==> config.mk <==
export PLATFORM = sky130hd
export DESIGN_NAME = qr_div_seq_flat
export DESIGN_NICKNAME = d
export VERILOG_FILES = /design/src/rtl/qr_div_seq_if.sv /design/src/rtl/qr_div_seq.sv /design/src/flat_wrapper.sv
export SDC_FILE = /design/constraint.sdc
export NUM_CORES = 1
export LEC_CHECK = 0
export ABC_AREA = 1
export CAP_MARGIN = 10
export CORE_MARGIN = 8
export CORE_UTILIZATION = 30
export CTS_CLUSTER_DIAMETER = 60
export DETAILED_ROUTE_END_ITERATION = 10
export GPL_TIMING_DRIVEN = 0
export MAX_ROUTING_LAYER = met4
export PLACE_DENSITY = 0.45
export SLEW_MARGIN = 20
export SYNTH_ARGS = -nofsm -noshare
export SYNTH_HDL_FRONTEND = slang
export SYNTH_SLANG_ARGS = --single-unit
==> constraint.sdc <==
create_clock -name inst_clk -period 2.06 [get_ports inst_clk]
set_input_delay 0.412 -clock inst_clk [delete_from_list [all_inputs] [get_ports inst_clk]]
set_output_delay 0.412 -clock inst_clk [all_outputs]
set_load 0.01 [all_outputs]
==> src/rtl/qr_div_seq_if.sv <==
// qr_div_seq_if: operand and result valid/ready bundle for qr_div_seq.
// master: drives operands and out_ready. slave: the divider.
interface qr_div_seq_if #(
    parameter int inst_a_width = 32,
    parameter int inst_b_width = 16
);
    logic                    in_valid;
    logic                    in_ready;
    logic                    inst_tc;
    logic [inst_a_width-1:0] inst_a;
    logic [inst_b_width-1:0] inst_b;
    logic                    out_valid;
    logic                    out_ready;
    logic [inst_a_width-1:0] quotient;
    logic [inst_b_width-1:0] remainder;
    logic                    div_by_zero;
    logic                    overflow;

    modport master (
        output in_valid, inst_tc, inst_a, inst_b, out_ready,
        input  in_ready, out_valid, quotient, remainder,
        input  div_by_zero, overflow
    );

    modport slave (
        input  in_valid, inst_tc, inst_a, inst_b, out_ready,
        output in_ready, out_valid, quotient, remainder,
        output div_by_zero, overflow
    );
endinterface

==> src/rtl/qr_div_seq.sv <==
// qr_div_seq: sequential restoring divider, signed/unsigned per op.
// Ports: inst_clk, inst_rst_n (async low), bus (qr_div_seq_if.slave).
// QR_DIV_TWO_BITS_EN: retire two quotient bits per CALC cycle.
module qr_div_seq #(
    parameter int inst_a_width = 32,
    parameter int inst_b_width = 16
) (
    input  logic        inst_clk,
    input  logic        inst_rst_n,
    qr_div_seq_if.slave bus
);
    localparam int AW = inst_a_width;
    localparam int BW = inst_b_width;
`ifdef QR_DIV_TWO_BITS_EN
    localparam int STEPS = AW / 2;
`else
    localparam int STEPS = AW;
`endif
    localparam int CW = $clog2(STEPS + 1);
    localparam logic [CW-1:0] LAST = CW'(STEPS - 1);
    localparam logic [AW-1:0] MOST_NEG = {1'b1, {(AW-1){1'b0}}};

    typedef enum logic [1:0] {IDLE, CALC, FIX, DONE} state_t;
    state_t state, state_n;

    logic          tc_q;
    logic          q_neg;
    logic          r_neg;
    logic [AW-1:0] a_orig;
    logic [BW-1:0] b_orig;
    logic [BW-1:0] b_mag;
    // qa: dividend bits leave at the MSB, quotient bits enter at the LSB
    logic [AW-1:0] qa;
    logic [BW:0]   prem;
    logic [CW-1:0] cnt;
    logic [AW-1:0] q_out;
    logic [BW-1:0] r_out;
    logic          dz_out;
    logic          ov_out;

    function automatic logic [BW+AW:0] step(
        input logic [BW:0]   r,
        input logic [AW-1:0] x,
        input logic [BW-1:0] d
    );
        logic [BW:0] sh;
        logic [BW:0] dd;
        logic        take;
        sh   = {r[BW-1:0], x[AW-1]};
        dd   = {1'b0, d};
        take = (sh >= dd);
        step = {(take ? sh - dd : sh), x[AW-2:0], take};
    endfunction

    logic [BW+AW:0] s1;
    logic [BW+AW:0] s2;

    always_comb begin
        s1 = step(prem, qa, b_mag);
`ifdef QR_DIV_TWO_BITS_EN
        s2 = step(s1[BW+AW:AW], s1[AW-1:0], b_mag);
`else
        s2 = s1;
`endif
    end

    logic sa;
    logic sb;
    assign sa = bus.inst_tc & bus.inst_a[AW-1];
    assign sb = bus.inst_tc & bus.inst_b[BW-1];

    logic          b_zero;
    logic          ov_case;
    logic [AW-1:0] q_fix;
    logic [BW-1:0] r_fix;
    assign b_zero  = (b_orig == '0);
    assign ov_case = tc_q && (a_orig == MOST_NEG) && (&b_orig);
    assign q_fix   = q_neg ? -qa : qa;
    assign r_fix   = (r_neg && prem[BW-1:0] != '0) ?
                     -prem[BW-1:0] : prem[BW-1:0];

    always_comb begin
        state_n = state;
        unique case (state)
            IDLE:    if (bus.in_valid)   state_n = CALC;
            CALC:    if (cnt == LAST)    state_n = FIX;
            FIX:                         state_n = DONE;
            DONE:    if (bus.out_ready)  state_n = IDLE;
            default:                     state_n = IDLE;
        endcase
    end

    always_ff @(posedge inst_clk or negedge inst_rst_n) begin
        if (!inst_rst_n) state <= IDLE;
        else             state <= state_n;
    end

    always_ff @(posedge inst_clk or negedge inst_rst_n) begin
        if (!inst_rst_n) begin
            tc_q   <= 1'b0;
            q_neg  <= 1'b0;
            r_neg  <= 1'b0;
            a_orig <= '0;
            b_orig <= '0;
            b_mag  <= '0;
            qa     <= '0;
            prem   <= '0;
            cnt    <= '0;
            q_out  <= '0;
            r_out  <= '0;
            dz_out <= 1'b0;
            ov_out <= 1'b0;
        end else begin
            unique case (state)
                IDLE: if (bus.in_valid) begin
                    tc_q   <= bus.inst_tc;
                    a_orig <= bus.inst_a;
                    b_orig <= bus.inst_b;
                    qa     <= sa ? -bus.inst_a : bus.inst_a;
                    b_mag  <= sb ? -bus.inst_b : bus.inst_b;
                    q_neg  <= sa ^ sb;
                    r_neg  <= sa;
                    prem   <= '0;
                    cnt    <= '0;
                end
                CALC: begin
                    prem <= s2[BW+AW:AW];
                    qa   <= s2[AW-1:0];
                    cnt  <= cnt + CW'(1);
                end
                FIX: begin
                    if (b_zero) begin
                        q_out  <= '1;
                        r_out  <= a_orig[BW-1:0];
                        dz_out <= 1'b1;
                        ov_out <= 1'b0;
                    end else if (ov_case) begin
                        q_out  <= MOST_NEG;
                        r_out  <= '0;
                        dz_out <= 1'b0;
                        ov_out <= 1'b1;
                    end else begin
                        q_out  <= q_fix;
                        r_out  <= r_fix;
                        dz_out <= 1'b0;
                        ov_out <= 1'b0;
                    end
                end
                default: ;
            endcase
        end
    end

    assign bus.in_ready    = (state == IDLE);
    assign bus.out_valid   = (state == DONE);
    assign bus.quotient    = q_out;
    assign bus.remainder   = r_out;
    assign bus.div_by_zero = dz_out;
    assign bus.overflow    = ov_out;
endmodule
==> src/flat_wrapper.sv <==
// flat-port wrapper written by rule: the top's interface ports become plain ports
module qr_div_seq_flat 
#(
    parameter int inst_a_width = 32,
    parameter int inst_b_width = 16
)
  (inst_clk, inst_rst_n, bus_in_valid, bus_inst_tc, bus_inst_a, bus_inst_b, bus_out_ready, bus_in_ready, bus_out_valid, bus_quotient, bus_remainder, bus_div_by_zero, bus_overflow);
  qr_div_seq_if #(.inst_a_width(inst_a_width), .inst_b_width(inst_b_width)) bus_i ();
  input  logic inst_clk;
  input  logic inst_rst_n;
  input wire logic [$bits(bus_i.in_valid)-1:0] bus_in_valid;
  input wire logic [$bits(bus_i.inst_tc)-1:0] bus_inst_tc;
  input wire logic [$bits(bus_i.inst_a)-1:0] bus_inst_a;
  input wire logic [$bits(bus_i.inst_b)-1:0] bus_inst_b;
  input wire logic [$bits(bus_i.out_ready)-1:0] bus_out_ready;
  output wire logic [$bits(bus_i.in_ready)-1:0] bus_in_ready;
  output wire logic [$bits(bus_i.out_valid)-1:0] bus_out_valid;
  output wire logic [$bits(bus_i.quotient)-1:0] bus_quotient;
  output wire logic [$bits(bus_i.remainder)-1:0] bus_remainder;
  output wire logic [$bits(bus_i.div_by_zero)-1:0] bus_div_by_zero;
  output wire logic [$bits(bus_i.overflow)-1:0] bus_overflow;
  assign bus_i.in_valid = bus_in_valid;
  assign bus_i.inst_tc = bus_inst_tc;
  assign bus_i.inst_a = bus_inst_a;
  assign bus_i.inst_b = bus_inst_b;
  assign bus_i.out_ready = bus_out_ready;
  assign bus_in_ready = bus_i.in_ready;
  assign bus_out_valid = bus_i.out_valid;
  assign bus_quotient = bus_i.quotient;
  assign bus_remainder = bus_i.remainder;
  assign bus_div_by_zero = bus_i.div_by_zero;
  assign bus_overflow = bus_i.overflow;
  qr_div_seq #(.inst_a_width(inst_a_width), .inst_b_width(inst_b_width)) u_core (.inst_clk(inst_clk), .inst_rst_n(inst_rst_n), .bus(bus_i));
endmodule
==> flow_metrics.env <==
export IMPL_count_of_endpoints_failing_hold_in_the_final_timing_report=0
export IMPL_finalWeightedCongestion=0.933
export IMPL_max_freq_ghz=0.494
export IMPL_power_per_cell_area_mw_per_mm2=1740
export IMPL_core_area_mm2=0.0373
export IMPL_clock_tree_buffer_depth=2
export IMPL_synth_async_reset_ratio=1.00
export IMPL_critical_path_arrival_ns=2.36
export IMPL_die_height_um=210
export IMPL_final_area_mm2=0.0143
export IMPL_min_period_ns=2.03
export IMPL_sequential_area_share_after_synthesis=0.383
export IMPL_share_of_total_power_in_combinational_logic=0.603
export IMPL_worst_slew_margin_rel=0.532
export IMPL_area_growth_pct=27.4
export IMPL_critPathLaunchType="flip-flop"
export IMPL_row_count=71
export IMPL_power_leakage_nw=6.86
export IMPL_tritoncts="built"
export IMPL_placedInstanceArea_mm2=0.0129
export IMPL_grt_max_degree=74
export IMPL_die_w_um=210
export IMPL_globalRouteTotalUtil=0.202
export IMPL_globalRouteOverflowTotal=0
export IMPL_grt_setup_unrepaired="true"
export IMPL_p_sw_frac=0.491
export IMPL_drt_pass1_iter_count=6
export IMPL_ctsHtreeMaxLevel=4
export IMPL_buffer_ports_inserted=104
export IMPL_clk_latency_ns=0.45
export IMPL_yosys_most_used_dff="dfrtp_1"
export IMPL_critical_path_required_ns=2.40
export IMPL_intPower_mw=12.7
export IMPL_synth_top_cell_area_share=0.383
export IMPL_total_switching_power_mw=12.2
export IMPL_result_of_the_run="complete, no violations"
export IMPL_slowest_stage="dfrtp_2"
export IMPL_syn_area_per_cell_um2=6.87
export IMPL_number_of_instances_in_the_synthesized_netlist=1637
export IMPL_antenna_found_initial=1
export IMPL_pwr_share_clk=0.132
export IMPL_postSynthNetCount=1716
export IMPL_synthesis_area_mm2=0.0112
export IMPL_postSynthRegisterBits=172
export IMPL_antenna_left=0
export IMPL_grt_first_pass_wirelength_um=66100
export IMPL_final_layout_net_count=1874
export IMPL_clk_transition_reported_paths_ns=0.07
export IMPL_remaining_routing_drc_violations=0
export IMPL_clock_skew_final_ns=0.0137
export IMPL_detail_route_wirelength_um=43300
export IMPL_synth_cell_type_count=43
export IMPL_drt_first_iter_violations=947
export IMPL_worstSetupPathType="reg2reg"
export IMPL_synth_enable_flop_cells=0
export IMPL_crit_fanout=6
export IMPL_die_area_mm2=0.0439
export IMPL_route_detailed_vias_per_inst=5.01
export IMPL_vias=11438
export IMPL_tritoncts_num_buffers=17
export IMPL_synth_largest_area_cell="dfrtp_1"
export IMPL_wl_per_cell_um=19.0
export IMPL_max_cap_viol_count=0
export IMPL_tns_ns=0
export IMPL_critical_path_top_cell_by_count="nor2_4"
export IMPL_layout_drive_gt1_share=0.133
export IMPL_timing_critical_path_to_type="flip-flop"
export IMPL_power_share_sequential=0.265
export IMPL_num_io_pins=105
export IMPL_cpPeakStageDelay_ns=0.46
export IMPL_layout_worst_path_cycle_share=0.983
export IMPL_maxSlewViolCount=0
export IMPL_crit_chain="ha_4 -> nand2_2 -> inv_2 -> nand2_4 -> nor2_4 -> nand2_2 -> nor2_4 -> nor2_4 -> nand2_4 -> clkbuf_16 -> nand3_4 -> nand3_2 -> nand2_1"
export IMPL_floorplan_initialDensity=0.301
export IMPL_dp_final_hpwl_um=34200
export IMPL_finalSetupViolations=0
export IMPL_yosys_top_cells_area="dfrtp_1 38%, nand2_1 15%, nand3_1 7.3%"
export IMPL_synth_warning_count=0
export IMPL_timing_hold_ws_ns=0.352
export IMPL_vdd_drop_max_mv=0.740
export IMPL_first_global_vias=10968
export IMPL_cts_num_sinks=172
export IMPL_worst_min_delay_path_category="in2reg"
export IMPL_clk_root_buffer_cell="clkbuf_16"
export IMPL_worstMarginPinSlew_ns=0.696
## per-layer routing
metal | part of all wire | wire [um] | vias up | global-route usage
li1 | - | - | 5630 | -
met4 | 0.016 | 695 | 0 | 0.0493
met3 | 0.047 | 2040 | 39 | 0.0322
met1 | 0.52 | 22300 | 5473 | 0.295
met5 | 0 | 0 | - | -
met2 | 0.42 | 18200 | 296 | 0.286
## registers in the layout, indices dropped and copies added (netlist names)
register                flops
u_core.tc_q                 1
u_core.b_orig              15
u_core.b_mag               16
u_core.q_neg                1
u_core.qa                  32
u_core.prem                16
u_core.bus.overflow         1
u_core.bus.remainder       16
u_core.bus.quotient        32
u_core.r_neg                1
u_core.a_orig              32
u_core.cnt                  6
u_core.bus.div_by_zero      1
u_core.state                2
## final timing paths
kind                                     startpoint                       to  slack (ns)  cells past startpoint
worst max-delay path                 u_core.prem[3]          u_core.prem[12]        0.03                     13
worst min-delay path                  bus_inst_a[1]         u_core.a_orig[1]        0.35                      3
worst max register to register       u_core.prem[3]          u_core.prem[12]        0.03                     13
worst min register to register  u_core.bus.overflow      u_core.bus.overflow        0.49                      2
max in group asynchronous                inst_rst_n  u_core.bus.quotient[14]        0.96                      3
min in group asynchronous                inst_rst_n          u_core.b_mag[8]        0.41                      2
## worst max-delay path, delay by kind of cell (launching register included)
kind,cells,cell delay [ns]
buffers and inverters,2,0.29
adder cells (fa/ha/maj),1,0.31
AND/OR/NAND/NOR,10,0.84
flip-flops,1,0.46
## cells by family (layout without fill, tap and decap cells)
logic type / after synthesis / in the layout / synth area share
AOI/OAI and AO/OA: 267 / 267 / 0.133
other: 0 / 2 / 0
DFF: 172 / 172 / 0.383
adders and majority gates: 26 / 26 / 0.0296
and+or+nand+nor: 873 / 874 / 0.336
xor gates and xnor gates: 33 / 33 / 0.0257
buffers and inverters: 266 / 435 / 0.0927
## layout make-up
class,count,area [um2]
clock buffers,21,470
diodes,2,5.00
fillers,3989,23000
inverters,214,806
clock inverters,10,108
well taps,474,593
multi-input cells,1200,6340
plain buffers,52,280
repair buffers,138,1400
flip-flops and latches,172,4320
## repair_timing
action                                 CTS  global route
cloned                                   1             1
endpoints found under the hold margin   27             0
pin swaps                                6            30
setup endpoints to repair               85            92
setup buffers                           12            18
hold buffers                             1             0
resized for setup                       51            99
## per-stage QoR
| step | total power, mW | util | instances | worst slack [ns] |
|---|---|---|---|---|
| finish | 24.9 | 0.384 | 2283 | 0.0349 |
| global route | 27.1 | 0.384 | 2282 | -0.0599 |
| CTS | 23.7 | 0.371 | 2262 | 0.00112 |
| detailed placement | 19.6 | 0.347 | 2217 | -0.689 |
| global placement | 19.5 | 0.345 | 2215 | -7.26 |
| floorplan | 14.7 | - | 1637 | 0.224 |
## power groups by stage
stage               sequential, mW  clock [mW]  combinational [mW]
floorplan                     6.14           0                8.60
finish                        6.59        3.29                15.0
CTS                           6.57        3.35                13.8
global placement              6.56           0                13.0
detailed placement            6.56           0                13.1
global route                  6.77        3.49                16.8
## Yosys cell counts, types with 8 or more instances
cell,count
inv_2,12
dfrtp_1,172
a21oi_1,71
xnor2_1,8
nand4_1,32
nand2_2,14
nand2_1,454
ha_1,25
clkbuf_1,31
o211ai_1,13
inv_1,202
nor2_1,166
o21ai_0,129
buf_2,16
nand3_1,165
xor2_1,25
a22oi_1,21
nor3_1,12
## placed cells by master, fill, tap and decap left out, drive strengths merged, types with 2 or more instances in the layout
master         netlist  final
a21oi               74     74
a22oi               22     22
a31oi                2      2
buf                 21     52
clkbuf              31     55
clkdlybuf4s50        0     97
clkinv               0      3
clkinvlp             0      3
dfrtp              172    172
diode                0      2
dlymetal6s2s         0      5
ha                  25     25
inv                214    217
nand2              471    472
nand3              172    172
nand3b               2      2
nand4               32     32
nor2               173    173
nor3                14     14
o211ai              13     13
o21a                 3      3
o21ai              135    135
o21bai               6      6
o221ai               4      4
o22ai                4      4
o31ai                3      3
or2                  7      7
xnor2                8      8
xor2                25     25
(Power assumes the default switching activity.)
